**src/rtl/gf16_inv_pipe.sv**
```systemverilog
// Multi-lane pipelined GF(2^4) inverter/squarer (field x^4+x+1) with valid/ready flow control.
// Optional macro GF16_INV_ZERO_FLAG_EN adds a per-lane out_zero flag for zero input nibbles.
module gf16_inv_pipe #(
  parameter int LANES  = 4,
  parameter int STAGES = 2
) (
  input  logic                 clk,
  input  logic                 rst,
  input  logic                 in_valid,
  output logic                 in_ready,
  input  logic                 in_mode,
  input  logic [4*LANES-1:0]   in_data,
  output logic                 out_valid,
  input  logic                 out_ready,
  output logic [4*LANES-1:0]   out_data
`ifdef GF16_INV_ZERO_FLAG_EN
  ,
  output logic [LANES-1:0]     out_zero
`endif
);

  localparam int W    = 4 * LANES;
  localparam int LAST = STAGES - 1;

  logic [STAGES-1:0] valid_q, valid_d;
  logic [STAGES-1:0] mode_q, mode_d;
  logic [W-1:0]      data_q [STAGES];
  logic [W-1:0]      data_d [STAGES];
  logic [STAGES-1:0] stage_free;

  function automatic logic [3:0] gf_mul(input logic [3:0] a, input logic [3:0] b);
    logic [3:0] p;
    logic [3:0] t;
    p = 4'h0;
    t = a;
    for (int i = 0; i < 4; i++) begin
      if (b[i]) p = p ^ t;
      t = {t[2:0], 1'b0} ^ (t[3] ? 4'h3 : 4'h0);
    end
    return p;
  endfunction

  function automatic logic [3:0] gf_sq(input logic [3:0] a);
    return {a[3], a[1] ^ a[3], a[2], a[0] ^ a[2]};
  endfunction

  // a^14 via the addition chain 2,3,6,12,14; zero maps to zero naturally
  function automatic logic [3:0] gf_inv(input logic [3:0] a);
    logic [3:0] a2, a3, a12;
    a2  = gf_sq(a);
    a3  = gf_mul(a2, a);
    a12 = gf_sq(gf_sq(a3));
    return gf_mul(a12, a2);
  endfunction

  // A stage can accept when it or any stage below it is empty, or the output drains
  always_comb begin
    logic occupied;
    stage_free = '0;
    for (int s = 0; s < STAGES; s++) begin
      occupied = 1'b1;
      for (int j = s; j < STAGES; j++) begin
        occupied = occupied & valid_q[j];
      end
      stage_free[s] = ~occupied | out_ready;
    end
  end

  assign in_ready = stage_free[0] & ~rst;

  always_comb begin
    valid_d = valid_q;
    mode_d  = mode_q;
    for (int s = 0; s < STAGES; s++) begin
      data_d[s] = data_q[s];
    end
    if (stage_free[0]) begin
      valid_d[0] = in_valid;
      if (in_valid) begin
        data_d[0] = in_data;
        mode_d[0] = in_mode;
      end
    end
    for (int s = 1; s < STAGES; s++) begin
      if (stage_free[s]) begin
        valid_d[s] = valid_q[s-1];
        if (valid_q[s-1]) begin
          data_d[s] = data_q[s-1];
          mode_d[s] = mode_q[s-1];
        end
      end
    end
  end

  always_ff @(posedge clk or posedge rst) begin
    if (rst) begin
      valid_q <= '0;
      mode_q  <= '0;
      for (int s = 0; s < STAGES; s++) begin
        data_q[s] <= '0;
      end
    end else begin
      valid_q <= valid_d;
      mode_q  <= mode_d;
      for (int s = 0; s < STAGES; s++) begin
        data_q[s] <= data_d[s];
      end
    end
  end

  assign out_valid = valid_q[LAST];

  // Field operation sits after the last register so the output depends on that stage alone
  always_comb begin
    out_data = '0;
    for (int k = 0; k < LANES; k++) begin
      out_data[4*k +: 4] = mode_q[LAST] ? gf_sq(data_q[LAST][4*k +: 4])
                                        : gf_inv(data_q[LAST][4*k +: 4]);
    end
  end

`ifdef GF16_INV_ZERO_FLAG_EN
  always_comb begin
    out_zero = '0;
    for (int k = 0; k < LANES; k++) begin
      out_zero[k] = valid_q[LAST] & (data_q[LAST][4*k +: 4] == 4'h0);
    end
  end
`endif

endmodule

```
**config.mk**
```make
export PLATFORM = sky130hd
export DESIGN_NAME = gf16_inv_pipe
export DESIGN_NICKNAME = d
export VERILOG_FILES = /design/src/rtl/gf16_inv_pipe.sv
export SDC_FILE = /design/constraint.sdc
export NUM_CORES = 1
export LEC_CHECK = 0
export CAP_MARGIN = 10
export CORE_AREA = 10 10 113 115
export DETAILED_ROUTE_END_ITERATION = 6
export DIE_AREA = 0 0 123 125
export PLACE_DENSITY = 0.67
export SLEW_MARGIN = 20
export SYNTH_ARGS = -nofsm -noshare
export SYNTH_HDL_FRONTEND = slang
export SYNTH_SLANG_ARGS = --single-unit
```
**constraint.sdc**
```tcl
create_clock -name clk -period 6.7 [get_ports clk]
set_input_delay 0.67 -clock clk [delete_from_list [all_inputs] [get_ports clk]]
set_output_delay 0.67 -clock clk [all_outputs]
set_load 0.02 [all_outputs]
```
==> results of run 1 <==
[routing by layer]
| layer | share of wire (%) | track usage (%) |
|---|---|---|
| met1 | 47 | 16.0 |
| met2 | 47 | 19.4 |
| met3 | 5.6 | 2.57 |
| met4 | 0.56 | 2.33 |
| met5 | 0 | 0 |
[synthesized netlist by cell type, drive strengths merged (2+ instances only)]
library cell,n
a311oi,4
xor2,11
o32ai,5
a2111oi,2
mux2,35
a221oi,3
a21o,4
o21ai,31
nand2,34
a31oi,9
o211ai,4
a2bb2oi,2
a211oi,6
nand2b,18
o21bai,2
mux2i,12
or3,5
dfrtp,36
a21oi,49
a211o,4
nor3,11
nor2,64
nor3b,5
nor2b,16
xnor2,32
a32oi,2
inv,15
o221ai,5
o22a,2
nand3,4
o22ai,11
buf,28
o21a,2
a22oi,8
ha,8
o31ai,2
and2,2
clkbuf,25
[power by group through the flow]
stage | Combinational, W | Sequential, W | Clock (W)
finish | 0.00173 | 0.000435 | 0.000161
global route | 0.00191 | 0.000458 | 0.000177
CTS | 0.00173 | 0.000433 | 0.000167
detailed placement | 0.00172 | 0.000437 | 0
global placement | 0.00169 | 0.000430 | 0
floorplan | 0.00147 | 0.000292 | 0
[sequential cells by signal, summed over array words and instances, names as in the netlist]
register / cells
valid_q: 2
mode_q: 2
data_q: 32
[cell families (layout without fill, tap and decap cells)]
group                    after synthesis  after routing  share of synthesized area, %
AO/OA/AOI/OAI                        164            164                          25.9
flip-flops                            36             36                          22.0
adder cells (fa/ha/maj)                8              8                          2.44
multiplexers                          48             48                          13.2
AND/OR/NAND/NOR                      169            169                          19.8
buffers and inverters                 68             63                          7.04
XOR/XNOR                              43             43                          9.73
[critical path, cell delays in order, from the launching register on]
cell and delay (ns):
dfrtp_1 0.61, inv_1 0.19, ha_1 0.73, nor2_1 0.11
or3_1 0.36, a31oi_1 0.20, xnor2_1 0.26, xnor2_2 0.20
mux2i_2 0.39, mux2i_1 0.23, nand4_1 0.11, clkdlybuf4s50_1 0.55
[metrics by stage]
stage,setup WS (ns),instances
global route,1.42,671
floorplan,3.03,536
global placement,2.18,663
detailed placement,2.10,663
finish,1.81,671
CTS,1.78,671
[final cells by class]
class                           instances  area, µm²
Sequential cell                        36        901
Clock buffer                            8       90.1
Timing Repair Buffer                   40        395
Multi-Input combinational cell        432       2910
Inverter                               15       56.3
Tap cell                              140        175
Fill cell                            1058       6070
[how the worst min path moves through the flow]
stage / start / cells after the start / slack (ns) / endpoint
2_1_floorplan: data_q[16] / 1 / 0.47 / data_q[0]
3_3_place_gp: data_q[16] / 1 / 0.48 / data_q[0]
3_5_place_dp: data_q[30] / 1 / 0.49 / data_q[30]
4_1_cts: data_q[18] / 1 / 0.51 / data_q[2]
5_1_grt: data_q[17] / 1 / 0.51 / data_q[17]
6_report: data_q[18] / 1 / 0.50 / data_q[2]
==> run_results.csv, run 1 <==
group,metric,value,unit
final_layout,final_common_cell,"nor2_1",
pwr,internal_power,0.00116,W
global_routing,grt_usage,12.0,%
clock_tree,numCtsBuffers,5,
critical_path,worstSetupEndpoint,"out_data[3]",
yosys,avgSynthCellArea,7.66,µm²
placed_design,gp_congestion,0.864,
sta,fin_crit_sh,73.0,%
clock_tree,cts_setup_buffers,0,
global_routing,grt_first_pass_wirelength,16100,µm
final_layout,diodes,0,
pwr,pwr-share-comb,74.3,%
critical_path,startpoint,"data_q[2]",
yosys,ys_warn_count,0,
route,vias,3787,
route,drc,0,
yosys,synth.area.top_cells,"dfrtp_1 22%, mux2_2 9.6%, xnor2_1 6.2%, a21oi_1 6.0%, nor2_1 5.9%",
pwr,p_sw_share,50.1,%
final_layout,final_cell_area,4530,µm²
critical_path,r2r_cells,4,
critical_path,startpoint_type,"register",
sta,finalSetupViolCount,0,
global_routing,overflow,0,
yosys,syn_inst,536,
clock_tree,clkSlewWorstSetupHoldPaths,0.06,ns
yosys,ys.flop_type,"dfrtp_1",
clock_tree,clk_path_buf_depth,2,
pwr,p_clk_share,6.9,%
floorplanning,num_rows,38,
critical_path,required,6.03,ns
critical_path,crit_path_end_kind,"output pin",
hold_path,min_path_type,"reg2reg",
critical_path,worst-path-max-fanout,22,
run_status,outcome,"completed",
sta,rsz0062_at_grt,"false",
sta,holdWs,0.499,ns
sta,maxSlewViolCount,0,
critical_path,r2r-start,"valid_q[1]",
sta,slew_headroom,33.8,%
yosys,synth_fp_nets,565,
sta,fin_setup_tns,0,ns
pwr,peakVddDrop,363,µV
placed_design,post-dp-hpwl,6530,µm
pwr,p_per_area,512,nW/µm²
yosys,synth_seq_cells,36,
final_layout,design.final.nets,559,
global_routing,grt_pass1_vias,3417,
clock_tree,post_cts_resize_count,0,
job,maxCapViolations,0,
placed_design,io_buffers,38,
critical_path,crit_type,"reg2out",
global_routing,antenna_found_initial,0,
yosys,synth_edf_count,0,
floorplanning,core,10600,µm²
final_layout,layout-drive-gt1-share,10.4,%
floorplanning,die_area,15400,µm²
final_layout,syn_to_final_growth,10.4,%
pwr,pwr-share-seq,18.7,%
clock_tree,cts.sinks,36,
route,wirelength,9470,µm
route,antenna_left,0,
yosys,yosysTopAreaCell,"dfrtp_1",
final_layout,final_util,42.7,%
critical_path,ff2ff_setup_slack,4.98,ns
critical_path,arrival,4.22,ns
global_routing,grt_max_degree,37,
sta,report.final.hold_viol_count,0,
clock_tree,hold_buffers,0,
clock_tree,htree_levels,2,
floorplanning,fp.dieW,123,µm
floorplanning,initial_utilization,38.7,%
route,vias_per_cell,5.64,
clock_tree,clock_latency,0.29,ns
floorplanning,boundaryPins,39,
pwr,finalPower,0.00232,W
sta,clock_skew,0.00842,ns
route,firstDrtPassIters,5,
floorplanning,die_y,125,µm
yosys,yosysTopAreaCellShare,22.0,%
sta,fmax,204,MHz
sta,tightest_slew,0.993,ns
pwr,p_leak,1.74,nW
route,avgRoutedWirePerCell,14.1,µm
placed_design,placed_cell_area,4440,µm²
yosys,yosysSeqAreaShare,22.0,%
clock_tree,cts_tree,"done",
clock_tree,root_buffer,"clkbuf_8",
final_layout,final_cell_mix,"64 x nor2_1, 49 x a21oi_1, 38 x clkdlybuf4s50_1",
yosys,syn_area,4100,µm²
sta,period_minus_slack,4.89,ns
route,drt_iter0_markers,412,
pwr,p_switching,0.00116,W
yosys,synth_cell_types,64,
critical_path,r2r_end,"data_q[23]",
yosys,synthArstFlopShare,100,%
Power figures use the tool's default switching activity.
==> run 2, diff against run 1 <==
==> constraint.sdc (replaced) <==
create_clock -name clk -period 5 [get_ports clk]
set_input_delay 0.5 -clock clk [delete_from_list [all_inputs] [get_ports clk]]
set_output_delay 0.5 -clock clk [all_outputs]
set_load 0.02 [all_outputs]
==> run_results.csv, run 2 (synthesis results as in run 1) <==
group,metric,value,unit
pwr,finalPower,0.00315,W
sta,fmax,226,MHz
final_layout,final_common_cell,"nor2_1",
clock_tree,htree_levels,2,
sta,maxSlewViolCount,0,
sta,fin_setup_tns,0,ns
final_layout,fillers,1062,
clock_tree,hold_buffers,0,
global_routing,overflow,0,
critical_path,startpoint_type,"register",
pwr,pwr-share-comb,77.3,%
sta,report.final.hold_viol_count,0,
global_routing,grt_usage,12.3,%
clock_tree,root_buffer,"clkbuf_8",
clock_tree,numCtsBuffers,5,
route,avgRoutedWirePerCell,14.3,µm
global_routing,grt_first_pass_wirelength,16500,µm
sta,finalSetupViolCount,0,
final_layout,largest_reg_flops,32,
final_layout,design.final.nets,567,
pwr,internal_power,0.00157,W
pwr,p_clk_share,6.8,%
clock_tree,post_cts_resize_count,0,
sta,fin_crit_sh,88.7,%
critical_path,arrival,3.93,ns
sta,tightest_slew,0.981,ns
floorplanning,die_y,125,µm
final_layout,final_cell_mix,"64 x nor2_1, 49 x a21oi_1, 38 x clkdlybuf4s50_1",
hold_path,min_path_type,"reg2reg",
placed_design,placed_cell_area,4500,µm²
route,drt_iter0_markers,446,
sta,clock_skew,0.00445,ns
pwr,p_sw_share,49.9,%
pwr,peakVddDrop,419,µV
sta,rsz0062_at_grt,"false",
critical_path,crit_path_end_kind,"output pin",
final_layout,final_util,43.3,%
floorplanning,die_area,15400,µm²
final_layout,top_register,"data_q",
placed_design,io_buffers,38,
global_routing,grt_pass1_vias,3593,
route,antenna_left,0,
floorplanning,num_rows,38,
floorplanning,fp.dieW,123,µm
pwr,pwr-share-seq,16.0,%
final_layout,largestRegisters,"data_q x32, mode_q x2, valid_q x2",
floorplanning,initial_utilization,38.7,%
clock_tree,cts.sinks,36,
clock_tree,clk_path_buf_depth,2,
route,wirelength,9690,µm
critical_path,crit_type,"reg2out",
clock_tree,clock_latency,0.29,ns
clock_tree,clkSlewWorstSetupHoldPaths,0.07,ns
sta,slew_headroom,34.6,%
job,maxCapViolations,0,
placed_design,gp_congestion,0.859,
route,vias,3859,
route,firstDrtPassIters,5,
sta,period_minus_slack,4.43,ns
final_layout,diodes,0,
final_layout,syn_to_final_growth,12.0,%
route,vias_per_cell,5.68,
pwr,p_switching,0.00157,W
critical_path,required,4.50,ns
floorplanning,core,10600,µm²
route,drc,0,
pwr,p_per_area,685,nW/µm²
placed_design,post-dp-hpwl,6730,µm
final_layout,final_cell_area,4590,µm²
global_routing,antenna_found_initial,0,
critical_path,worst-path-max-fanout,14,
final_layout,layout-drive-gt1-share,12.1,%
global_routing,grt_max_degree,37,
clock_tree,cts_setup_buffers,0,
pwr,p_leak,1.78,nW
floorplanning,boundaryPins,39,
run_status,outcome,"completed",
clock_tree,cts_tree,"done",
[run 2: cell count changes in the layout (fill, tap and decap cells not counted), sizes merged]
cell    previous run  this run
clkbuf             8         6
buf                2        10
clkinv             0         2
[run 2: per-stage QoR]
step,hold slack [ns],worst slack [ns],cells
floorplan,0.475,1.50,536
global placement,0.482,0.952,671
CTS,0.506,0.558,679
global route,0.515,0.229,679
detailed placement,0.489,0.866,671
finish,0.501,0.567,679
[run 2: path summary, 6_finish.rpt]
path                            start           to  slack (ns)  depth (start not counted)
hold / removal             data_q[25]    data_q[9]        0.50                          1
setup / recovery            data_q[2]  out_data[2]        0.57                         11
min in group asynchronous         rst   data_q[26]        0.65                          3
hold reg to reg            data_q[25]    data_q[9]        0.50                          1
max in group asynchronous         rst    data_q[1]        4.03                          3
setup reg to reg           valid_q[1]   data_q[16]        3.25                          4
[run 2: area by class of cell]
cell class                 count  area, µm²  area share (%)
multi-input combinational    432       2910            63.4
sequential                    36        901            19.6
timing repair buffer          48        455            9.91
tap                          140        175            3.81
clock buffer                   6       82.6            1.80
inverter                      15       56.3            1.23
clock inverter                 2       10.0           0.218
[run 2: power by group through the flow]
stage	clock network, W	logic (W)	registers [W]
finish	0.000212	0.00243	0.000502
CTS	0.000218	0.00243	0.000500
detailed placement	0	0.00242	0.000506
global route	0.000234	0.00268	0.000523
global placement	0	0.00237	0.000500
floorplan	0	0.00197	0.000391
[run 2: routing by layer]
layer  GRT usage [%]  up-vias  wire length [µm]
li1                -     1926                 -
met1            16.0     1828              4430
met2            20.3       99              4660
met3            2.88        6               544
met4            2.47        0                61
met5               0        -                 0
[run 2: worst max-delay path, stage by stage, from the launching register on]
cell and delay, ns:
dfrtp_1 0.58, inv_1 0.20, ha_1 0.50, nor2_1 0.09
or3_1 0.36, a31oi_1 0.20, xnor2_1 0.25, xnor2_2 0.20
mux2i_2 0.39, nand2b_1 0.12, xnor2_1 0.14, clkdlybuf4s50_1 0.62
==> run 3, diff against run 2 <==
--- a/config.mk
+++ b/config.mk
@@ -9,6 +9,7 @@
 export CORE_AREA = 10 10 113 115
 export DETAILED_ROUTE_END_ITERATION = 6
 export DIE_AREA = 0 0 123 125
+export GPL_TIMING_DRIVEN = 1
 export PLACE_DENSITY = 0.67
 export SLEW_MARGIN = 20
 export SYNTH_ARGS = -nofsm -noshare
==> constraint.sdc (replaced) <==
create_clock -name clk -period 4.3 [get_ports clk]
set_input_delay 0.43 -clock clk [delete_from_list [all_inputs] [get_ports clk]]
set_output_delay 0.43 -clock clk [all_outputs]
set_load 0.02 [all_outputs]
==> run_results.csv, run 3 (synthesis results as in run 1) <==
group,metric,value,unit
route,avgRoutedWirePerCell,14.3,µm
sta,fin_crit_sh,92.2,%
final_layout,final_cell_mix,"64 x nor2_1, 49 x a21oi_1, 38 x clkdlybuf4s50_1",
route,vias,3835,
floorplanning,core,10600,µm²
route,antenna_left,0,
global_routing,overflow,0,
clock_tree,htree_levels,2,
sta,period_minus_slack,3.97,ns
global_routing,grt_first_pass_wirelength,16400,µm
final_layout,syn_to_final_growth,12.6,%
global_routing,grt_pass1_vias,3632,
clock_tree,clk_path_buf_depth,2,
clock_tree,numCtsBuffers,5,
sta,maxSlewViolCount,0,
route,drc,0,
placed_design,gp_congestion,0.850,
pwr,p_leak,1.79,nW
hold_path,min_path_type,"reg2reg",
route,vias_per_cell,5.61,
final_layout,layout-drive-gt1-share,12.7,%
placed_design,pre_cts_slack,0.545,ns
floorplanning,initial_utilization,38.7,%
run_status,outcome,"completed",
route,wirelength,9770,µm
clock_tree,cts_tree,"done",
pwr,internal_power,0.00184,W
sta,setup_slack,0.334,ns
sta,finalSetupViolCount,0,
pwr,p_sw_share,49.9,%
job,maxCapViolations,0,
route,firstDrtPassIters,4,
critical_path,arrival,3.54,ns
pwr,pwr-share-seq,15.4,%
pwr,p_clk_share,6.2,%
pwr,peakVddDrop,648,µV
clock_tree,clock_latency,0.29,ns
placed_design,dp_cells,676,
route,drt_iter0_markers,345,
floorplanning,fp.dieW,123,µm
final_layout,fillers,1052,
critical_path,worst-path-max-fanout,18,
floorplanning,num_rows,38,
pwr,pwr-share-comb,78.4,%
sta,tightest_slew,0.859,ns
placed_design,io_buffers,38,
final_layout,fin_cells,683,
critical_path,crit_type,"reg2out",
pwr,p_per_area,795,nW/µm²
final_layout,top_register,"data_q",
final_layout,largestRegisters,"data_q x32, mode_q x2, valid_q x2",
floorplanning,die_area,15400,µm²
floorplanning,boundaryPins,39,
clock_tree,cts.sinks,36,
critical_path,crit_path_end_kind,"output pin",
floorplanning,die_y,125,µm
sta,rsz0062_at_grt,"false",
sta,report.final.hold_viol_count,0,
clock_tree,cts_setup_buffers,0,
final_layout,diodes,0,
final_layout,final_common_cell,"nor2_1",
global_routing,antenna_found_initial,0,
sta,fin_setup_tns,0,ns
final_layout,design.final.nets,572,
sta,fmax,252,MHz
clock_tree,clkSlewWorstSetupHoldPaths,0.07,ns
pwr,p_switching,0.00183,W
clock_tree,hold_buffers,0,
placed_design,post-dp-hpwl,6910,µm
global_routing,grt_max_degree,37,
clock_tree,root_buffer,"clkbuf_8",
critical_path,required,3.87,ns
sta,slew_headroom,42.6,%
global_routing,grt_usage,12.2,%
critical_path,startpoint_type,"register",
sta,holdWs,0.503,ns
sta,clock_skew,0.00662,ns
final_layout,largest_reg_flops,32,
## run 3: cell types whose count changed in the layout (fill, tap and decap cells not counted), sizes merged
cell | previous run | this run
buf | 10 | 15
clkinv | 2 | 1
## run 3: worst paths after layout
path / start / end / slack (ns) / cells past startpoint
worst max register to register: valid_q[1] / data_q[20] / 2.47 / 4
max in group asynchronous: rst / data_q[17] / 3.39 / 3
worst min register to register: data_q[28] / data_q[28] / 0.50 / 1
worst min-delay path: data_q[28] / data_q[28] / 0.50 / 1
min in group asynchronous: rst / valid_q[1] / 0.58 / 3
worst max-delay path: data_q[10] / out_data[10] / 0.33 / 11
## run 3: critical path: stages, from the launching register on
cell,delay (ns)
dfrtp_1,0.36
inv_2,0.08
ha_2,0.52
and2b_1,0.27
a21oi_1,0.09
a221oi_1,0.25
o22ai_1,0.15
xnor2_1,0.36
xor2_1,0.23
nor2_1,0.07
o32ai_1,0.22
clkdlybuf4s50_1,0.66
## run 3: layout make-up
class                   count  area, µm²  area share, %
repair buffers             53        493           10.7
well taps                 140        175           3.79
flip-flops and latches     36        901           19.5
inverters                  15       56.3           1.22
clock buffers               6       72.6           1.57
clock inverters             1       5.00          0.108
multi-input cells         432       2920           63.1
## run 3: stage by stage
| step | cell area [µm²] | total power [W] | utilization [%] |
|---|---|---|---|
| after floorplan | 4100 | 0.00274 | - |
| after global placement | 4540 | 0.00336 | 42.8 |
| after detailed placement | 4540 | 0.00345 | 42.8 |
| after CTS | 4620 | 0.00369 | 43.5 |
| after global routing | 4620 | 0.00400 | 43.6 |
| final | 4620 | 0.00367 | 43.6 |
## run 3: power groups by stage
stage | combinational, W | sequential (W) | clock (W)
after floorplan | 0.00229 | 0.000455 | 0
after global placement | 0.00280 | 0.000566 | 0
after detailed placement | 0.00288 | 0.000572 | 0
after CTS | 0.00289 | 0.000565 | 0.000241
after global routing | 0.00316 | 0.000586 | 0.000253
final | 0.00288 | 0.000565 | 0.000230
## run 3: timing repair
item	CTS	global route
resized for setup	0	1
endpoints found under the hold margin	0	0
setup endpoints to repair	0	2
## run 3: metal layers
layer | vias up | GRT usage, % | wire (µm) | share of wire (%)
met2 | 72 | 21.2 | 4670 | 48
met4 | 0 | 1.85 | 92 | 0.94
met3 | 10 | 2.48 | 440 | 4.5
met1 | 1821 | 15.4 | 4570 | 47
met5 | - | 0 | 0 | 0
li1 | 1932 | - | - | -
